File: config.mk
export PLATFORM = sky130hd
export DESIGN_NAME = tlv_parser
export DESIGN_NICKNAME = d
export VERILOG_FILES = /design/src/rtl/tlv_pkg.sv /design/src/rtl/tlv_out_stage.sv /design/src/rtl/tlv_parser.sv
export SDC_FILE = /design/constraint.sdc
export NUM_CORES = 1
export LEC_CHECK = 0
export CORE_MARGIN = 1.5
export CORE_UTILIZATION = 35
export CTS_BUF_LIST = sky130_fd_sc_hd__clkbuf_8
export DETAILED_ROUTE_END_ITERATION = 12
export DONT_BUFFER_PORTS = 1
export GPL_TIMING_DRIVEN = 0
export PLACE_DENSITY = 0.48
export SKIP_CTS_REPAIR_TIMING = 1
export SLEW_MARGIN = 40
export SYNTH_ARGS = -nofsm -noshare
export SYNTH_HDL_FRONTEND = slang
export SYNTH_SLANG_ARGS = --single-unit
File: constraint.sdc
create_clock -name clk -period 3.95 [get_ports clk]
set_input_delay 0.79 -clock clk [delete_from_list [all_inputs] [get_ports clk]]
set_output_delay 0.79 -clock clk [all_outputs]
set_load 0.02 [all_outputs]
File: src/rtl/tlv_pkg.sv
// Shared definitions for the TLV record parser: parser states and the
// header geometry (one type byte followed by one length byte).
package tlv_pkg;

  typedef enum logic {
    HDR = 1'b0,
    PAY = 1'b1
  } tlv_state_t;

  localparam int HDR_BYTES = 2;
  localparam int LEN_W     = 8;

endpackage

File: src/rtl/tlv_out_stage.sv
// One-entry output register for TLV beats. A load always wins over an accept,
// so a new beat can replace the one being accepted in the same cycle.
module tlv_out_stage #(
  parameter int DATA_OUT_BYTE_W   = 16,
  parameter int NUM_BYTES_TAKEN_W = 5
) (
  input  logic                         clk,
  input  logic                         sync_rst,
  input  logic                         load,
  input  logic                         accept,
  input  logic [DATA_OUT_BYTE_W*8-1:0] in_data,
  input  logic [NUM_BYTES_TAKEN_W-1:0] in_bytes,
  input  logic [7:0]                   in_type,
  input  logic                         in_sop,
  input  logic                         in_eop,
  output logic                         out_valid,
  output logic [DATA_OUT_BYTE_W*8-1:0] out_data,
  output logic [NUM_BYTES_TAKEN_W-1:0] out_bytes,
  output logic [7:0]                   out_type,
  output logic                         out_sop,
  output logic                         out_eop
);

  logic                         vld_p1;
  logic [DATA_OUT_BYTE_W*8-1:0] data_p1;
  logic [NUM_BYTES_TAKEN_W-1:0] bytes_p1;
  logic [7:0]                   type_p1;
  logic                         sop_p1;
  logic                         eop_p1;

  // Stage p1: registered beat presented downstream
  always_ff @(posedge clk) begin
    if (sync_rst) begin
      vld_p1   <= 1'b0;
      data_p1  <= '0;
      bytes_p1 <= '0;
      type_p1  <= '0;
      sop_p1   <= 1'b0;
      eop_p1   <= 1'b0;
    end else if (load) begin
      vld_p1   <= 1'b1;
      data_p1  <= in_data;
      bytes_p1 <= in_bytes;
      type_p1  <= in_type;
      sop_p1   <= in_sop;
      eop_p1   <= in_eop;
    end else if (accept) begin
      vld_p1   <= 1'b0;
    end
  end

  assign out_valid = vld_p1;
  assign out_data  = data_p1;
  assign out_bytes = bytes_p1;
  assign out_type  = type_p1;
  assign out_sop   = sop_p1;
  assign out_eop   = eop_p1;

endmodule

File: src/rtl/tlv_parser.sv
// TLV record parser: pulls type/length headers and payload chunks from a byte
// FIFO window and emits payload beats of up to DATA_OUT_BYTE_W bytes.
module tlv_parser
  import tlv_pkg::*;
#(
  parameter int DATA_OUT_BYTE_W   = 16,
  parameter int ADD_W             = 6,
  parameter int NUM_BYTES_TAKEN_W = 5
) (
  input  logic                         clk,
  input  logic                         sync_rst,
  input  logic [DATA_OUT_BYTE_W*8-1:0] fifo_data,
  input  logic [ADD_W-1:0]             fifo_num_bytes,
  input  logic                         fifo_data_valid,
  output logic [NUM_BYTES_TAKEN_W-1:0] num_bytes_taken_from_fifo,
  output logic                         out_valid,
  input  logic                         out_ready,
  output logic [DATA_OUT_BYTE_W*8-1:0] out_data,
  output logic [NUM_BYTES_TAKEN_W-1:0] out_bytes,
  output logic [7:0]                   out_type,
  output logic                         out_sop,
  output logic                         out_eop
);

  function automatic logic [DATA_OUT_BYTE_W*8-1:0] mask_bytes(
    input logic [DATA_OUT_BYTE_W*8-1:0] d,
    input logic [NUM_BYTES_TAKEN_W-1:0] n
  );
    logic [DATA_OUT_BYTE_W*8-1:0] r;
    r = '0;
    for (int i = 0; i < DATA_OUT_BYTE_W; i++) begin
      if (i < int'(n)) r[i*8 +: 8] = d[i*8 +: 8];
    end
    return r;
  endfunction

  tlv_state_t                   state_p0;
  logic [LEN_W-1:0]             remaining_p0;
  logic                         first_p0;
  logic [7:0]                   type_p0;

  logic                         load_en;
  logic                         accept;
  logic [NUM_BYTES_TAKEN_W-1:0] chunk;
  logic [NUM_BYTES_TAKEN_W-1:0] take_req;
  logic                         take_done;
  logic                         beat_load;
  logic [7:0]                   hdr_type;
  logic [LEN_W-1:0]             hdr_len;
  logic [DATA_OUT_BYTE_W*8-1:0] beat_data;
  logic [NUM_BYTES_TAKEN_W-1:0] beat_bytes;
  logic [7:0]                   beat_type;
  logic                         beat_sop;
  logic                         beat_eop;

  assign hdr_type = fifo_data[7:0];
  assign hdr_len  = fifo_data[15:8];
  assign load_en  = !out_valid || out_ready;
  assign accept   = out_valid && out_ready;

  // The request depends only on registered state and out_ready; fifo_data_valid
  // merely qualifies whether the request completes this cycle.
  always_comb begin
    chunk = (int'(remaining_p0) < DATA_OUT_BYTE_W) ? NUM_BYTES_TAKEN_W'(remaining_p0)
                                                   : NUM_BYTES_TAKEN_W'(DATA_OUT_BYTE_W);
    take_req = (state_p0 == HDR) ? NUM_BYTES_TAKEN_W'(HDR_BYTES) : chunk;
    num_bytes_taken_from_fifo = (load_en && !sync_rst) ? take_req : '0;
    take_done = (num_bytes_taken_from_fifo != '0) && fifo_data_valid &&
                (int'(fifo_num_bytes) >= int'(take_req));
    beat_load = take_done && ((state_p0 == PAY) || (hdr_len == '0));
  end

  always_comb begin
    if (state_p0 == HDR) begin
      beat_data  = '0;
      beat_bytes = '0;
      beat_type  = hdr_type;
      beat_sop   = 1'b1;
      beat_eop   = 1'b1;
    end else begin
      beat_data  = mask_bytes(fifo_data, chunk);
      beat_bytes = chunk;
      beat_type  = type_p0;
      beat_sop   = first_p0;
      beat_eop   = (remaining_p0 == LEN_W'(chunk));
    end
  end

  // Stage p0: header/payload sequencing, advancing only on a completed take
  always_ff @(posedge clk) begin
    if (sync_rst) begin
      state_p0     <= HDR;
      remaining_p0 <= '0;
      first_p0     <= 1'b0;
    end else if (take_done) begin
      case (state_p0)
        HDR: begin
          if (hdr_len != '0) begin
            state_p0     <= PAY;
            remaining_p0 <= hdr_len;
            first_p0     <= 1'b1;
          end
        end
        PAY: begin
          remaining_p0 <= remaining_p0 - LEN_W'(chunk);
          first_p0     <= 1'b0;
          if (remaining_p0 == LEN_W'(chunk)) state_p0 <= HDR;
        end
        default: state_p0 <= HDR;
      endcase
    end
  end

  // Record type is carried for the payload beats; no reset needed on data
  always_ff @(posedge clk) begin
    if (take_done && (state_p0 == HDR)) type_p0 <= hdr_type;
  end

  tlv_out_stage #(
    .DATA_OUT_BYTE_W  (DATA_OUT_BYTE_W),
    .NUM_BYTES_TAKEN_W(NUM_BYTES_TAKEN_W)
  ) u_out_stage (
    .clk      (clk),
    .sync_rst (sync_rst),
    .load     (beat_load),
    .accept   (accept),
    .in_data  (beat_data),
    .in_bytes (beat_bytes),
    .in_type  (beat_type),
    .in_sop   (beat_sop),
    .in_eop   (beat_eop),
    .out_valid(out_valid),
    .out_data (out_data),
    .out_bytes(out_bytes),
    .out_type (out_type),
    .out_sop  (out_sop),
    .out_eop  (out_eop)
  );

endmodule

==> results_dict.tcl, run 1 <==
set metrics [dict create \
    tritoncts "done" \
    floorplan.core_area_um2 19400 \
    nNetsFinal 863 \
    yosys_warnings 0 \
    layout-drive-gt1-share 0.126 \
    hold_viol 0 \
    pin_count_of_the_biggest_net_entering_global_routing 17 \
    nFillCells 1996 \
    cts-htree-levels 4 \
    max-slew-margin-rel 0.485 \
    p_leak_nw 3.07 \
    clk_pin_slew_ns 0.09 \
    setup-violations-final 0 \
    number_of_drc_violations_after_detailed_routing_iteration_0 264 \
    cellPowerDensity_nw_per_um2 422 \
    met3_wirelength_um 2110 \
    dieArea_um2 20500 \
    worst-slew-pin-transition_ns 0.773 \
    numPortBuffers 0 \
    grt_overflow 0 \
    timing.setup.tns_ns 0 \
    wire_length_of_the_first_global_routing_pass_um 30800 \
    final_antenna_net_count 0 \
    layout_min_cycle_time_ns 3.64 \
    synth.distinct_cells 56 \
    synth_sequential_area_ratio 0.483 \
    number_of_enable_type_register_cells_in_the_synthesized_netlist 8 \
    crit_path_end_kind "register" \
    start_kind "register" \
    routed-wl-met2_um 10300 \
    mappedNetlistArea_um2 6880 \
    die_y_um 143 \
    gp_routability_congestion 0.911 \
    cp.required_ns 4.03 \
    postSynthNetCount 844 \
    post_drt_wl_per_cell_um 21.0 \
    ctsLongestPathBuffers 2 \
    result_of_the_run "complete, no violations" \
    dominantRegCellSynth "sky130_fd_sc_hd__dfxtp_1" \
    final_core_utilization 0.391 \
    design.portCount 287 \
    flow.area_growth_from_synthesis_pct 10.4 \
    timing.final.crit_share 0.921 \
    placement_rows 51 \
    numClockSinks 162 \
    fmax_mhz 275 \
    post_synth_inst_count 700 \
    fin_worst_skew_ns 0.0178 \
    peakVddDrop_mv 0.230 \
    tritoncts.num_buffers 17 \
    initial_core_util 0.355 \
    fp.dieW_um 143 \
    total_wire_length_after_detailed_routing_um 21000 \
    m1_wire_length_um 8170 \
    vias_in_the_first_global_route 5663 \
    cap_viol_max_count 0 \
    clk_root_buffer_cell "sky130_fd_sc_hd__clkbuf_8" \
    hold_class "input pin to register" \
    unrepaired_setup_endpoints_after_global_routing "false" \
    detailedPlacementHpwl_um 15900 \
    clk_latency_ns 0.46 \
    path_max_fanout 10 \
    postSynthRegisterBits 162 \
    pins_over_slew_limit 0 \
    asyncSetResetFlopFracSynth 0 \
    drcViolationCount 0 \
    route.top_layer_used "met4" \
    route.detailed.vias_per_inst 5.55 \
    global_route.usage.total 0.197 \
    dr_total_vias 5547 \
    number_of_antenna_violations_at_the_first_check_in_global_routing 3 \
    timing.critical_path.arrival_ns 3.72 \
    worst-setup-path-type "register to register" \
    drtPass1Iterations 6 \
    synth.avg_cell_area_um2 9.83 \
]
[area by class of cell]
type / count / area (µm²) / area share
Antenna cell: 4 / 10.0 / 0.00132
Buffer: 55 / 255 / 0.0336
Clock buffer: 20 / 275 / 0.0363
Clock inverter: 11 / 88.8 / 0.0117
Inverter: 8 / 30.0 / 0.00396
Multi-Input combinational cell: 475 / 3280 / 0.432
Sequential cell: 162 / 3320 / 0.438
Tap cell: 265 / 332 / 0.0437
[kinds of logic (layout without fill, tap and decap cells)]
kind of cell / count (synthesis) / after routing / synth area share
and+or+nand+nor: 263 / 263 / 0.207
DFF: 162 / 162 / 0.483
AOI/OAI and AO/OA: 132 / 132 / 0.151
muxes: 73 / 73 / 0.106
buffers and inverters: 63 / 94 / 0.0415
adders and majority gates: 6 / 6 / 0.0109
other: 1 / 5 / 0.000545
[worst paths after layout]
path                                end                    startpoint  cells past startpoint  slack [ns]
hold reg to reg   first_p0$_SDFFE_PP0P_         first_p0$_SDFFE_PP0P_                      2        0.49
setup / recovery   type_p0[5]$_DFFE_PP_  remaining_p0[4]$_SDFFE_PP0P_                      9        0.31
hold / removal     type_p0[6]$_DFFE_PP_                  fifo_data[6]                      0        0.43
setup reg to reg   type_p0[5]$_DFFE_PP_  remaining_p0[4]$_SDFFE_PP0P_                      9        0.31
[synth_stat cells, drive strengths merged (2+ instances only)]
library cell,count,area [µm²]
a211oi,2,15.0
a21boi,2,15.0
a21oi,23,119
a22o,9,78.8
a2bb2o,2,20.0
a311oi,3,26.3
a31o,67,587
a31oi,3,25.0
and2,3,18.8
and3,2,12.5
and4,59,519
buf,23,135
clkbuf,32,120
dfxtp,154,3080
edfxtp,8,240
ha,6,75.1
inv,8,30.0
mux2i,73,731
nand2,146,548
nand3,8,40.0
nand4,2,12.5
nor2,16,60.1
nor2b,2,12.5
nor3,7,56.3
nor4,12,93.8
o21ai,9,45.0
o32ai,2,17.5
or4,2,15.0
or4b,2,20.0
[per-stage QoR]
stage	cells	power, W	setup WS, ns	cell area [µm²]	hold WS, ns
after floorplan	700	0.00200	1.06	6880	0.449
after global placement	965	0.00209	0.347	7210	0.469
after detailed placement	965	0.00210	0.286	7210	0.477
after CTS	996	0.00325	0.258	7580	0.398
after global routing	999	0.00337	0.000842	7590	0.390
final	1000	0.00321	0.311	7590	0.429
[power by group]
part | internal, W | switching, W
clock network | 0.000538 | 0.000605
registers | 0.00168 | 0.0000459
logic | 0.000103 | 0.000237
total | 0.00232 | 0.000888
[layout by cell type (no fill, tap or decap), types with 2 or more instances in the layout]
master	instances
sky130_fd_sc_hd__clkbuf_8	20
sky130_fd_sc_hd__buf_1	3
sky130_fd_sc_hd__dfxtp_1	154
sky130_fd_sc_hd__and2_1	3
sky130_fd_sc_hd__buf_2	12
sky130_fd_sc_hd__a311oi_1	3
sky130_fd_sc_hd__nor2_1	16
sky130_fd_sc_hd__or4_1	2
sky130_fd_sc_hd__clkbuf_1	32
sky130_fd_sc_hd__and4_1	58
sky130_fd_sc_hd__clkinvlp_4	2
sky130_fd_sc_hd__inv_4	2
sky130_fd_sc_hd__a21oi_1	20
sky130_fd_sc_hd__a211oi_1	2
sky130_fd_sc_hd__edfxtp_1	8
sky130_fd_sc_hd__mux2i_1	73
sky130_fd_sc_hd__o32ai_1	2
sky130_fd_sc_hd__buf_4	7
sky130_fd_sc_hd__a22o_1	9
sky130_fd_sc_hd__and3_1	2
sky130_fd_sc_hd__o21ai_0	7
sky130_fd_sc_hd__ha_1	6
sky130_fd_sc_hd__nor3_1	4
sky130_fd_sc_hd__nor4_1	9
sky130_fd_sc_hd__diode_2	4
sky130_fd_sc_hd__nor2b_1	2
sky130_fd_sc_hd__a31o_1	39
sky130_fd_sc_hd__a31o_2	28
sky130_fd_sc_hd__a31oi_1	2
sky130_fd_sc_hd__nor4_2	3
sky130_fd_sc_hd__nor3_2	2
sky130_fd_sc_hd__nand2_1	146
sky130_fd_sc_hd__a2bb2o_1	2
sky130_fd_sc_hd__nand4_1	2
sky130_fd_sc_hd__inv_1	9
sky130_fd_sc_hd__o21ai_1	2
sky130_fd_sc_hd__clkinv_2	3
sky130_fd_sc_hd__nand3_1	8
sky130_fd_sc_hd__a21oi_2	3
[critical path: stages, from the launching register on]
cell and delay, ns:
sky130_fd_sc_hd__dfxtp_1 0.40, sky130_fd_sc_hd__nor4_2 0.69, sky130_fd_sc_hd__buf_4 0.30, sky130_fd_sc_hd__nand3_1 0.16, sky130_fd_sc_hd__ha_1 0.36, sky130_fd_sc_hd__nand2_1 0.05, sky130_fd_sc_hd__o21ai_1 0.24, sky130_fd_sc_hd__a31oi_2 0.29
sky130_fd_sc_hd__buf_2 0.28, sky130_fd_sc_hd__nor2_1 0.50
[flip-flops by register name, summed over array words and instances, names as in the netlist]
signal                 count
u_out_stage.out_sop        1
u_out_stage.out_data     128
first_p0                   1
u_out_stage.out_bytes      5
state_p0                   1
type_p0                    8
u_out_stage.out_valid      1
u_out_stage.out_eop        1
u_out_stage.out_type       8
remaining_p0               8
[routing by layer]
layer | global-route usage | up-vias
met4 | 0.0760 | 0
met5 | 0 | -
li1 | - | 2615
met3 | 0.0872 | 25
met1 | 0.217 | 2661
met2 | 0.334 | 246
(Power assumes the default switching activity.)
==> run 2, diff against run 1 <==
Settings changed: CTS_CLUSTER_SIZE set to 8, SKIP_LAST_GASP set to 1.
==> results of run 2 <==
No change in the layout: final DEF, timing and power equal those of run 1.
==> run 3, diff against run 2 <==
Settings changed: CTS_CLUSTER_SIZE 8 to not set.
==> results of run 3 <==
No change in the layout: final DEF, timing and power equal those of run 1.
